--- src/rtl/vect_instr_fetch.sv ---
// ---------------------------------------------------------------------------
// vect_instr_fetch
// Vector-side consumer of the scalar-to-vector issue FIFO. Each popped word
// is classified as SETVL, ARITH, MEM or ILLEGAL:
//   SETVL   - executed here (vl / lane enables updated), nothing dispatched
//   ARITH   - held and dispatched over valid/ready; back-to-back capable
//   MEM     - held and dispatched, then fetch stalls until mem_done_i
//   ILLEGAL - dropped, illegal_o pulses for one cycle
//
// Ports:
//   clk_i, rst_i            clock (rising edge), async active-high reset
//   instr_i, buf_empty_i    head of the first-word-fall-through issue FIFO
//   buf_read_o              combinational pop strobe
//   instr_o, instr_valid_o  registered instruction to the execution stage
//   instr_ready_i           execution stage accepts
//   mem_done_i              outstanding vector load/store completed (pulse)
//   vl_o, lane_en_o         current vector length and per-lane enables
//   illegal_o               non-vector instruction dropped (pulse)
//   busy_o                  FSM is not idle
// ---------------------------------------------------------------------------
module vect_instr_fetch #(
  parameter int INSTR_WIDTH = 32,
  parameter int LANES       = 4
) (
  input  logic                     clk_i,
  input  logic                     rst_i,
  input  logic [INSTR_WIDTH-1:0]   instr_i,
  input  logic                     buf_empty_i,
  output logic                     buf_read_o,
  output logic [INSTR_WIDTH-1:0]   instr_o,
  output logic                     instr_valid_o,
  input  logic                     instr_ready_i,
  input  logic                     mem_done_i,
  output logic [$clog2(LANES):0]   vl_o,
  output logic [LANES-1:0]         lane_en_o,
  output logic                     illegal_o,
  output logic                     busy_o
);

  localparam int VLW = $clog2(LANES) + 1;

  localparam logic [1:0] ST_IDLE    = 2'd0;
  localparam logic [1:0] ST_DISP    = 2'd1;
  localparam logic [1:0] ST_MEMWAIT = 2'd2;

  localparam logic [1:0] CLS_SETVL   = 2'd0;
  localparam logic [1:0] CLS_ARITH   = 2'd1;
  localparam logic [1:0] CLS_MEM     = 2'd2;
  localparam logic [1:0] CLS_ILLEGAL = 2'd3;

  logic [1:0]             state_q, state_d;
  logic [INSTR_WIDTH-1:0] hold_q, hold_d;
  logic                   hold_mem_q, hold_mem_d;
  logic [VLW-1:0]         vl_q, vl_d;
  logic                   illegal_q, illegal_d;

  logic [1:0]             cls;
  logic [6:0]             opcode;
  logic [4:0]             uimm;
  logic [VLW-1:0]         setvl_len;

  assign opcode = instr_i[6:0];
  assign uimm   = instr_i[19:15];

  // NOTE: every combinational output gets a default before any branch, so no
  // path through the block can leave it unassigned and infer a latch.
  always_comb begin
    cls = CLS_ILLEGAL;
    if (opcode == 7'h57) begin
      cls = (instr_i[14:12] == 3'b111 && instr_i[31:30] == 2'b11) ? CLS_SETVL : CLS_ARITH;
    end else if (opcode == 7'h07 || opcode == 7'h27) begin
      cls = CLS_MEM;
    end
  end

  // vl = min(uimm, LANES); the narrowing cast only applies when uimm <= LANES.
  assign setvl_len = (32'(uimm) > LANES) ? VLW'(LANES) : VLW'(uimm);

  // A held MEM op blocks the pop on its handshake cycle so the next word is
  // not consumed until the memory access has completed. Reset suppresses pops.
  assign buf_read_o = !rst_i && !buf_empty_i &&
                      (state_q == ST_IDLE ||
                       (state_q == ST_DISP && instr_ready_i && !hold_mem_q));

  always_comb begin
    state_d    = state_q;
    hold_d     = hold_q;
    hold_mem_d = hold_mem_q;
    vl_d       = vl_q;
    illegal_d  = 1'b0;

    case (state_q)
      ST_DISP: begin
        if (instr_ready_i) state_d = hold_mem_q ? ST_MEMWAIT : ST_IDLE;
      end
      ST_MEMWAIT: begin
        if (mem_done_i) state_d = ST_IDLE;
      end
      default: state_d = ST_IDLE;
    endcase

    // A pop (from IDLE, or on an ARITH handshake) overrides the above.
    if (buf_read_o) begin
      case (cls)
        CLS_SETVL: begin
          vl_d    = setvl_len;
          state_d = ST_IDLE;
        end
        CLS_ARITH, CLS_MEM: begin
          hold_d     = instr_i;
          hold_mem_d = (cls == CLS_MEM);
          state_d    = ST_DISP;
        end
        default: begin
          illegal_d = 1'b1;
          state_d   = ST_IDLE;
        end
      endcase
    end
  end

  // NOTE: sequential state uses non-blocking assignments so every register
  // samples pre-edge values regardless of statement order.
  always_ff @(posedge clk_i or posedge rst_i) begin
    if (rst_i) begin
      state_q    <= ST_IDLE;
      hold_q     <= '0;
      hold_mem_q <= 1'b0;
      vl_q       <= VLW'(LANES);
      illegal_q  <= 1'b0;
    end else begin
      state_q    <= state_d;
      hold_q     <= hold_d;
      hold_mem_q <= hold_mem_d;
      vl_q       <= vl_d;
      illegal_q  <= illegal_d;
    end
  end

  always_comb begin
    lane_en_o = '0;
    for (int i = 0; i < LANES; i++) begin
      lane_en_o[i] = (i < int'(vl_q));
    end
  end

  assign instr_o       = hold_q;
  assign instr_valid_o = (state_q == ST_DISP);
  assign vl_o          = vl_q;
  assign illegal_o     = illegal_q;
  assign busy_o        = (state_q != ST_IDLE);

endmodule

--- config.mk ---
export PLATFORM = sky130hd
export DESIGN_NAME = vect_instr_fetch
export DESIGN_NICKNAME = d
export VERILOG_FILES = /design/src/rtl/vect_instr_fetch.sv
export SDC_FILE = /design/constraint.sdc
export NUM_CORES = 1
export LEC_CHECK = 0
export ABC_AREA = 1
export BUFFER_PORTS_ARGS = -buffer_cell sky130_fd_sc_hd__buf_2
export CORE_UTILIZATION = 50
export DETAILED_ROUTE_END_ITERATION = 16
export MAX_ROUTING_LAYER = met4
export PLACE_DENSITY = 0.84
export SLEW_MARGIN = 20
export SYNTH_ARGS = -nofsm -noshare
export SYNTH_HDL_FRONTEND = slang
export SYNTH_SLANG_ARGS = --single-unit
--- constraint.sdc ---
create_clock -name clk_i -period 4.9 [get_ports clk_i]
set_input_delay 0.735 -clock clk_i [delete_from_list [all_inputs] [get_ports clk_i]]
set_output_delay 0.735 -clock clk_i [all_outputs]
set_load 0.03 [all_outputs]
-- Word-level counts from Yosys, hierarchy flattened
Index checks and enable logic that the tools add are counted.
- add/sub/neg operators: 0
- multipliers: 0
- div/mod/pow operators: 0
- order comparisons: 5
- equality and inequality tests: 11
- shift operators: 0
- multiplexer cells: 12
- bitwise logic cells: 0
- reduce and logical (&&, ||, !) cells: 18
- operators with widths (operator ; count):
    $mux W2 ; 5
    $eq A7 B3 Y1 const B ; 1
    $eq A7 B6 Y1 const B ; 1
    $eq A7 B7 Y1 const B ; 1
    $eq A2 B2 Y1 const B ; 3
    $lt A1 B3 Y1 const A ; 2
    $lt A2 B3 Y1 const A ; 2
    $reduce_and A2 Y1 ; 3
    $gt A5 B3 Y1 const B ; 1
    $logic_and A1 B1 Y1 ; 5
    $mux W1 ; 5
    $eq A2 B1 Y1 const B ; 2
    $logic_not A2 Y1 ; 2
    $pmux W2 S2 ; 1
    $eq A3 B3 Y1 const B ; 1
    $logic_not A1 Y1 ; 3
    $mux W3 ; 1
    $ne A3 B2 Y1 const B ; 1
    $ne A3 B3 Y1 const B ; 1
    $reduce_or A3 Y1 ; 1
    $logic_or A1 B1 Y1 ; 2
    $reduce_bool A2 Y1 ; 1
    $reduce_or A2 Y1 ; 1
- bits in registers: 39
- latch bits: 0
- memory bits (writable): 0
- memory bits (read-only): 0
- memories kept: 0

-- Depth between registers and ports, before layout
Gate-level depths: netlist of run 1.
- depth after elaboration: 8
- depth in mapped cells: 12
- mapped depth without buffers: 11

-- Worst setup path before layout of run 1
OpenSTA, ideal clock, no wires.
- path type: in2out
- start: input port rst_i
- end: output port buf_read_o
- arrival time: 2.107 ns
- data required time: 4.165 ns
- slack: 2.058 ns
- stages: 3
- cells stage by stage: inv_1 > nand2_2 > nor2_2
- longest elaborated chain between the ends: 3
- ends and longest elaborated chain (what ; RTL line ; RTL):
    from (decl) ; 26 ; input logic rst_i,
    $logic_not A1 Y1 (no line) ; n/a ;
    $logic_and A1 B1 Y1 (2 in series) ; 81 ; assign buf_read_o = !rst_i && !buf_empty_i &&
    to (decl) ; 29 ; output logic buf_read_o,
No other way between the ends.

-- Worst setup path after layout of run 1
- start: input port instr_i[5]
- end: register hold_q[12] (netlist: instr_o[12])
- longest elaborated chain between the ends: 7
- elaborated cells between the ends (all ways): 10
- those cells by class: eq/ne (5); mux (2); reduce/logical (3)
- ends and longest elaborated chain (what ; RTL line ; RTL):
    from (decl) ; 27 ; input logic [INSTR_WIDTH-1:0] instr_i,
    $eq A7 B3 Y1 or $eq A7 B6 Y1 (tied branches) ; 71 ; end else if (opcode == 7'h07 || opcode == 7'h27) begin
    $logic_or A1 B1 Y1 ; 71 ;
    $mux W1 ; 71 ;
    $mux W2 (*) ; 69 ; if (opcode == 7'h57) begin
    $eq A2 B2 Y1 or $eq A2 B1 Y1 (tied branches) ; 104 ; case (cls)
    $reduce_or A2 Y1 (*) ; 104 ;
    $reduce_and A2 Y1 (no line) (*) ; n/a ;
    to (signal assigned) ; 133 ; hold_q <= hold_d;
    to (decl) ; 52 ; logic [INSTR_WIDTH-1:0] hold_q, hold_d;
Every way passes the cells marked *; elsewhere a longest branch is shown, timed or not.
A chain may end at the register's enable or synchronous reset.

==> results.md, run 1 <==
* Post-Synthesis Net Count at about 260
* WL/cell at 11.7 um
* R2R setup slack at 3260 ps
* Final Hold Violating Endpoints at 0
* DR DRC count at 0
* N_diodes at 0
* Top_reg_cell synth: dfrtp_1
* Initial core utilization at 53.4%
* Worst Skew at approximately 8.9 ps
* Die Height at 62.2 um
* CTS Buffer Depth at 2
* Post-CTS sizing at 0
* Crit Path Class: input pin to register
* Grt ovf at 0
* Post-Syn Instances at 222
* Power density cells at 347 nW/um2
* CTS tree: yes
* Routability cong. at 0.776
* Leakage power at about 0.0015 uW
* Initial antenna violation count at 0
* Syn Area/Cell at 8.15 um2
* CTS HTree Levels at 2
* Count of cell types in the netlist at 23
* Period Utilization, post-route at 54.0%
* Crit path time final at around 2600 ps
* Largest net degree at the start of global routing at 41
* # port buffers at 79
* CTS root buf: clkbuf_4
* Top Layer Used: met4
* Worst hold path type: input pin to async pin
* # hold bufs at CTS at 0
* Routed Antenna Nets at 0
* CP Capture Type: register
* Mapped Area at 1810 um2
* Layout cells sized above 1 at 31.7%
* I/O pins at 80
* Slew @ Worst Pin at 1030 ps
* Final Max Slew Viols at 0
* Vias in the first global route at ~1.6k
* Area leader, netlist: dfrtp_1
* DR WL met3 at around 200 um
* Synth top area share at 52.6%
* FFs w/ async S/R, synth at 100%
* Outcome: complete, no violations
* Num CTS Buffers at 5
* Final nets at about 340
* Max-cap violations at 0
* Die area at 3860 um2
* Fmax at 0.378 GHz
* Chip Width at 62.2 um
* Synth top area cells: dfrtp_1, nand2_1, o21ai_0
* CP Max Fanout at 34
* Site Rows at 21
* Peak VDD IR at 239 uV
* Routed wire length at 4.04 mm
* Iteration-0 DRC count of the detailed router at 82
* Post-CTS setup buffers at 0
* Hpwl dp at 2.90 mm
* Final setup viols at 0
* Final cell count without fillers at 346
* Most common cell in the netlist: nand2_1
* RR Startpoint: state_q[1]$_DFFE_PP0P_
* CTS Sinks at 39
* Metal-1 WL at 1.79 mm
* Seq/Total Area, Yosys at 54.0%
* Via/cell ratio at slightly below 5
* Synthesis Warnings at 0
* Post-synth EDFFs at 0
* Area grow syn2layout at 27.3%
* Setup crit start kind: input pin
* CTS clk-pin slew, worst paths at 110 ps
* Core Region at 3390 um2
* Vias at roughly 1.7k
* First-pass GRT wire length at between 6 and 7 mm
* GRT Total Usage at 23.0%
* Total negative slack at 0 ps
* FF+latch count, synth at 39
* Arrival @ worst endpoint at between 2000 and 3000 ps
* Metal2 WL at 2.01 mm
* 1st-pass router iterations at 4
* Top cells by count, synth: nand2_1, dfrtp_1, o21ai_0
* Worst Path Required at 5120 ps
* Worst Setup SP: instr_i[5]
* Clock Latency Late Sink at ~330 ps
* RSZ-0062 raised after global routing: false
* Placed cells at around 340
* Slew Limit Headroom at 31.1%
cells by family (layout without fill, tap and decap cells):
group / count (synthesis) / after routing / share of synthesized area, %
buffers and inverters: 32 / 110 / 8.30
adders and majority gates: 2 / 2 / 1.38
DFF: 39 / 39 / 54.0
and+or+nand+nor: 111 / 111 / 25.8
AOI/OAI and AO/OA: 38 / 38 / 10.5
registers in the layout (all words and copies together), names as in the netlist:
| register | cells |
|---|---|
| illegal_o | 1 |
| state_q | 2 |
| hold_mem_q | 1 |
| instr_o | 32 |
| vl_o | 3 |
metrics by stage:
stage | total power, uW | area [um2] | util, % | hold slack, ps | setup WS [ps]
2_1_floorplan | 487 | 1810 | - | 516 | 2060
3_3_place_gp | 545 | 2200 | 65.0 | 471 | 1970
3_5_place_dp | 549 | 2200 | 65.0 | 475 | 1910
4_1_cts | 809 | 2300 | 68.0 | 498 | 2260
5_1_grt | 840 | 2300 | 68.0 | 525 | 2000
6_report | 800 | 2300 | 68.0 | 493 | 2260
cells in the final DEF (no fill, tap or decap), drive strengths merged:
cell,count
nor3,1
clkbuf,6
bufinv,2
ha,2
dfrtp,38
dfstp,1
or2,1
nand3,10
buf,80
o21ai,36
inv,22
nand4,1
nor2,16
a21oi,2
nand2,82
layer usage:
layer	global-route usage, %	vias to the layer above
li1	-	848
met2	39.3	58
met5	-	-
met4	7.85	0
met1	27.6	781
met3	4.04	5
layout make-up:
type | instances | area, um2
sequential | 39 | 977
inverter | 22 | 82.6
multi-input combinational | 151 | 682
fill | 312 | 1090
timing repair buffer | 80 | 403
clock buffer | 6 | 41.3
tap | 46 | 57.6
clock inverter | 2 | 60.1
worst max-delay path: stages:
cell	delay, ps
buf_2	100
inv_1	40
nand3_1	80
inv_1	60
nand2_1	100
nor2_1	80
a21oi_1	170
inv_1	70
ha_1	970
nor2_8	240
nand2_1	140
nand2_1	70
power by group:
part | switching (uW) | leakage [uW] | internal (uW)
Sequential | 16.4 | 0.000522 | 355
Combinational | 120 | 0.000893 | 49.9
Clock | 99.0 | 0.0000525 | 159
Total | 236 | 0.00147 | 564
worst paths after layout:
kind,end,depth (start not counted)
worst max-delay path,instr_o[12]$_DFFE_PP0P_,12
worst min-delay path,instr_o[21]$_DFFE_PP0P_,3
worst max register to register,instr_o[12]$_DFFE_PP0P_,7
worst min register to register,instr_o[9]$_DFFE_PP0P_,2
max in group asynchronous,vl_o[2]$_DFFE_PP1P_,3
min in group clk_i,instr_o[9]$_DFFE_PP0P_,2
(Power assumes the default switching activity.)
==> run 2, diff against run 1 <==
Settings changed: CORE_UTILIZATION 50 to 47, PLACE_DENSITY 0.84 to 0.8.
Clock period 4.9 ns to 2.6 ns, I/O delays scaled along.
==> run 2 against run 1 <==
Combinational power up 90%; register-to-register slack worse by 2300 ps; power up 84%; routed wire length up 4.6%; highest routed layer unchanged.
==> results.md, run 2 (synthesized netlist as in run 1, its figures left out) <==
* Clock Latency Late Sink at 290 ps (-40 ps)
* Leakage power at 0.00147 uW (about the same)
* Outcome: complete, no violations
* CTS clk-pin slew, worst paths at 80 ps (-30 ps)
* Peak VDD IR at 456 uV (+91%)
* Total negative slack at 0 ps (unchanged)
* CP most frequent cell: nand2_1
* RR Startpoint: state_q[1]$_DFFE_PP0P_
* Initial core utilization at 49.1% (-4.3 points)
* Num CTS Buffers at 5 (unchanged)
* Layout cells sized above 1 at 31.9% (+0.23 points)
* Cell Chain, Critical Path: buf_2 -> inv_1 -> nand2_1 -> nor2_1 -> nand2_1 -> nor2_1 -> a21oi_1 -> inv_1 -> ha_1 -> nor2_8 -> nand2_1 -> o21ai_0
* First-pass GRT wire length at 7.47 mm (+9.7%)
* Final Hold Violating Endpoints at 0 (unchanged)
* Fmax at 0.494 GHz
* Final nets at 339 (+0.30%)
* DR DRC count at 0 (unchanged)
* # hold bufs at CTS at 0 (unchanged)
* Arrival @ worst endpoint at 2230 ps (-630 ps)
* 1st-pass router iterations at 4 (unchanged)
* Worst Path Required at 2810 ps (-2310 ps)
* Slowest stage delay, CP at 430 ps (-540 ps)
* CP Buf/Inv Count at 3 (-1)
* Die area at 4100 um2 (+6.2%)
* Period Utilization, post-route at between 70 and 80%
* Final setup viols at 0 (unchanged)
* Largest net degree at the start of global routing at 40 (-2.4%)
* Max-cap violations at 0 (unchanged)
* N_diodes at 0 (unchanged)
* Worst Skew at 3.97 ps (-4.92 ps)
* Slew @ Worst Pin at 480 ps (-554 ps)
* CTS tree: yes
* Power density cells at 635 nW/um2 (+83%)
* CP Capture Type: register
* Worst hold path type: input pin to async pin
* Core Region at 3690 um2 (+8.8%)
* Initial antenna violation count at 0 (unchanged)
* Routability cong. at 0.804 (+3.7%)
* CTS Sinks at 39 (unchanged)
* I/O pins at 80 (unchanged)
* Setup crit start kind: input pin
* Via/cell ratio at 4.91 (+0.49%)
* CTS root buf: clkbuf_8
* GRT Total Usage at 24.4% (+1.4 points)
* WL/cell at 12.1 um (+3.7%)
* Hpwl dp at 2.97 mm (+2.3%)
* # port buffers at 79 (unchanged)
* Post-CTS setup buffers at 0 (unchanged)
* Crit path time final at approximately 2000 ps
* RSZ-0062 raised after global routing: false
* Most frequent cells in the layout: nand2_1, buf_2, dfrtp_1
* Chip Width at 64.0 um (+3.0%)
* Die Height at 64.0 um (+3.0%)
* Post-CTS sizing at 0 (unchanged)
* Vias in the first global route at 1,719 (+6.2%)
* Worst Setup SP: instr_i[3]
* CP Max Fanout at 34 (unchanged)
* Vias at 1,715 (+1.4%)
* Area grow syn2layout at 27.8%
* Grt ovf at 0 (unchanged)
* Delay-heaviest family, CP: simple AND/OR/NAND/NOR gates
* Final cell count without fillers at 349 (+0.87%)
* Placed cells at 341 (+0.89%)
* Slew Limit Headroom at 68.0% (+37 points)
* Routed Antenna Nets at 0 (unchanged)
* CTS Buffer Depth at 2 (unchanged)
* Max reg flops at 32 (unchanged)
* Total power at 1470 uW (+84%)
* Crit Path Class: input pin to register
* Site Rows at 22 (+4.8%)
* Iteration-0 DRC count of the detailed router at 75 (-8.5%)
* Final Max Slew Viols at 0 (unchanged)
* Routed wire length at 4.22 mm (+4.6%)
* Slowest-stage cell, CP: nor2_8
* Most common cell after layout, fill and taps aside: nand2_1
* CTS HTree Levels at 2 (unchanged)
[run 2: cell types whose count changed in the layout (fill, tap and decap cells not counted)]
| cell | previous run | this run |
|---|---|---|
| buf_4 | 1 | 2 |
| bufinv_16 | 2 | 0 |
| clkbuf_4 | 5 | 0 |
| clkbuf_8 | 0 | 7 |
| clkinv_1 | 0 | 1 |
| inv_1 | 21 | 20 |
[run 2: worst reg2reg max path: stages, from the launching register on]
cell and delay (ps):
dfrtp_1 410, nor2_2 130, nand2_2 70, inv_2 70, nand2_4 220, nor2_8 460
nand2_1 110, o21ai_0 90
[run 2: power breakdown]
group,internal (uW),switching [uW],leakage (uW),total [uW]
logic,94.5,229,0.000894,323
registers,669,30.2,0.000522,699
clock network,242,203,0.0000515,445
total,1010,462,0.00147,1470
[run 2: path summary, 6_finish.rpt]
kind                                            to  slack (ps)  cells past startpoint
setup / recovery            hold_mem_q$_DFFE_PP0P_         580                     12
hold / removal              instr_o[0]$_DFFE_PP0P_         240                      3
setup reg to reg            hold_mem_q$_DFFE_PP0P_         970                      7
hold reg to reg            instr_o[23]$_DFFE_PP0P_         490                      2
max in group asynchronous      vl_o[2]$_DFFE_PP1P_        2000                      3
min in group clk_i          instr_o[7]$_DFFE_PP0P_         290                      3
[run 2: cell type report]
class / count / area [um2]
clock buffer: 8 / 100
fill: 355 / 1380
inverter: 22 / 82.6
multi-input combinational: 151 / 682
sequential: 39 / 977
tap: 48 / 60.1
timing repair buffer: 81 / 410
[run 2: metrics by stage]
step / worst slack (ps) / util (%) / cell area [um2] / hold WS (ps)
3_3_place_gp: 411 / 60.0 / 2210 / 470
2_1_floorplan: 414 / - / 1810 / 500
4_1_cts: 593 / 62.7 / 2310 / 253
3_5_place_dp: 308 / 60.0 / 2210 / 476
6_report: 577 / 62.7 / 2310 / 245
5_1_grt: 371 / 62.7 / 2310 / 289
[run 2: routing by layer]
| layer | track usage (%) | vias to the layer above | routed length (um) |
|---|---|---|---|
| li1 | - | 856 | - |
| met1 | 29.4 | 797 | 1880 |
| met2 | 40.8 | 60 | 2070 |
| met3 | 4.29 | 2 | 263 |
| met4 | 9.38 | 0 | 14 |
| met5 | - | - | 0 |
==> run 3, diff against run 2 <==
Clock period 2.6 ns to 2 ns, I/O delays scaled along.
==> run 3 against run 2 <==
Register-to-register slack worse by 380 ps; via count decreased by 2.3%; hold slack got worse by 77 ps; sequential share of layout area decreased by 0.94 points; largest power group unchanged.
==> results.md, run 3 (synthesized netlist as in run 1, its figures left out) <==
* Num CTS Buffers at 5 (unchanged)
* Slew @ Worst Pin at 485 ps (+4.60 ps)
* Most common cell after layout, fill and taps aside: nand2_1
* Worst hold path type: input pin to async pin
* Worst Path Required at 2180 ps (-630 ps)
* CTS Sinks at 39 (unchanged)
* Area grow syn2layout at 30.7%
* Site Rows at 22 (unchanged)
* Worst Setup SP: instr_i[4]
* 1st-pass router iterations at 4 (unchanged)
* Worst hold slack at 167 ps (-77.4 ps)
* Clock Latency Late Sink at 290 ps (about the same)
* Fill count at 337 (-5.1%)
* Most frequent cells in the layout: nand2_1, buf_2, dfrtp_1
* R2R setup slack at 590 ps (-380 ps)
* Power density cells at 791 nW/um2 (+25%)
* CTS HTree Levels at 2 (unchanged)
* Iteration-0 DRC count of the detailed router at 68 (-9.3%)
* # hold bufs at CTS at 0 (unchanged)
* # port buffers at 79 (unchanged)
* Post-CTS setup buffers at 0 (unchanged)
* Largest net degree at the start of global routing at 40 (unchanged)
* Routed wire length at 4.05 mm (-4.2%)
* N_diodes at 0 (unchanged)
* Routed Antenna Nets at 0 (unchanged)
* Top Layer Used: met4
* CP endpoint: instr_o[25]$_DFFE_PP0P_
* Final core utilization at 64.1% (+1.4 points)
* CTS tree: yes
* Core Region at 3690 um2 (unchanged)
* Grt ovf at 0 (unchanged)
* DR WL met3 at 264 um (+0.38%)
* Via/cell ratio at 4.72 (-3.9%)
* Reg-to-Reg End: hold_mem_q$_DFFE_PP0P_
* Peak VDD IR at 590 uV (+29%)
* Crit path time final at 1800 ps
* DR DRC count at 0 (unchanged)
* Initial core utilization at 49.1% (unchanged)
* RSZ-0062 raised after global routing: false
* Layout cells sized above 1 at 33.6% (+1.7 points)
* CP Max Fanout at 19 (-44%)
* Outcome: complete, no violations
* CTS Buffer Depth at 2 (unchanged)
* Max-cap violations at 0 (unchanged)
* Worst Skew at 7.22 ps (+3.25 ps)
* Crit Path Class: input pin to register
* RR Startpoint: state_q[1]$_DFFE_PP0P_
* Placed cell areas at 2270 um2 (+2.8%)
* Period Utilization, post-route at about nine tenths
* Vias in the first global route at 1,597 (-7.1%)
* CTS root buf: clkbuf_8
* Hpwl dp at 2.96 mm (-0.44%)
* Post-CTS sizing at 0 (unchanged)
* Total negative slack at 0 ps (unchanged)
* Metal-1 WL at 1.79 mm (-4.5%)
* Vias at 1,676 (-2.3%)
* Die area at 4100 um2 (unchanged)
* Fmax at 0.557 GHz
* Slew Limit Headroom at 67.7% (-0.31 points)
* Die Height at 64.0 um (unchanged)
* Final Hold Violating Endpoints at 0 (unchanged)
* Initial antenna violation count at 0 (unchanged)
* I/O pins at 80 (unchanged)
* Final nets at 345 (+1.8%)
* FF-to-FF path depth at 8 (+1)
* WL/cell at 11.4 um (-5.8%)
* CP Capture Type: register
* Final setup viols at 0 (unchanged)
* Setup crit start kind: input pin
* Routability cong. at 0.765 (-4.9%)
* CTS clk-pin slew, worst paths at 80 ps (about the same)
* First-pass GRT wire length at 6.94 mm (-7.0%)
* Design area at 2360 um2 (+2.3%)
* Metal2 WL at 1.93 mm (-6.9%)
* Final Max Slew Viols at 0 (unchanged)
* Storage element area at 977 um2 (unchanged)
* Chip Width at 64.0 um (unchanged)
* Max reg flops at 32 (unchanged)
* Arrival @ worst endpoint at 1970 ps (-260 ps)
* Leakage power at 0.00150 uW (+1.9%)
* GRT Total Usage at 23.1% (-1.3 points)
* Multi-input combinational cell area at 682 um2 (unchanged)
-- run 3: worst min-delay path by stage --
stage	start	endpoint	slack, ps
detailed placement	instr_o[15]$_DFFE_PP0P_	instr_o[15]$_DFFE_PP0P_	470
CTS	rst_i	instr_o[30]$_DFFE_PP0P_	170
finish	rst_i	instr_o[30]$_DFFE_PP0P_	170
floorplan	rst_i	hold_mem_q$_DFFE_PP0P_	280
global placement	instr_o[13]$_DFFE_PP0P_	instr_o[13]$_DFFE_PP0P_	470
global route	instr_i[11]	instr_o[11]$_DFFE_PP0P_	200
-- run 3: where the power goes --
| part | leakage, uW | total, uW | internal (uW) | switching [uW] |
|---|---|---|---|---|
| Clock | 0.0000482 | 539 | 278 | 261 |
| Combinational | 0.000925 | 423 | 125 | 298 |
| Sequential | 0.000522 | 908 | 870 | 38.1 |
-- run 3: per-stage QoR --
| step | std cells | worst slack, ps | total power, uW |
|---|---|---|---|
| after CTS | 355 | 216 | 1890 |
| after global placement | 347 | 40.5 | 1340 |
| after global routing | 355 | 44.1 | 1960 |
| after detailed placement | 347 | -85.0 | 1350 |
| after floorplan | 222 | 241 | 1190 |
| final | 355 | 204 | 1870 |
-- run 3: layout make-up --
class                   instances  area share [%]
clock buffers                   7            3.65
multi-input cells             151            28.8
flip-flops and latches         39            41.3
repair buffers                 87            19.8
well taps                      48            2.54
inverters                      22            3.65
clock inverters                 1           0.212
-- run 3: layer usage --
metal / up-vias / global-route usage, %
li1: 857 / -
met1: 757 / 25.5
met2: 56 / 39.2
met3: 6 / 6.61
met4: 0 / 9.09
met5: - / -
-- run 3: worst max-delay path: stages --
cell and delay (ps):
buf_2 110, nand3_1 100, inv_1 60, nand2_1 110, nor2_1 80, a21oi_1 200, inv_1 70, ha_1 380
buf_4 240, o21ai_0 240, nand2_1 80
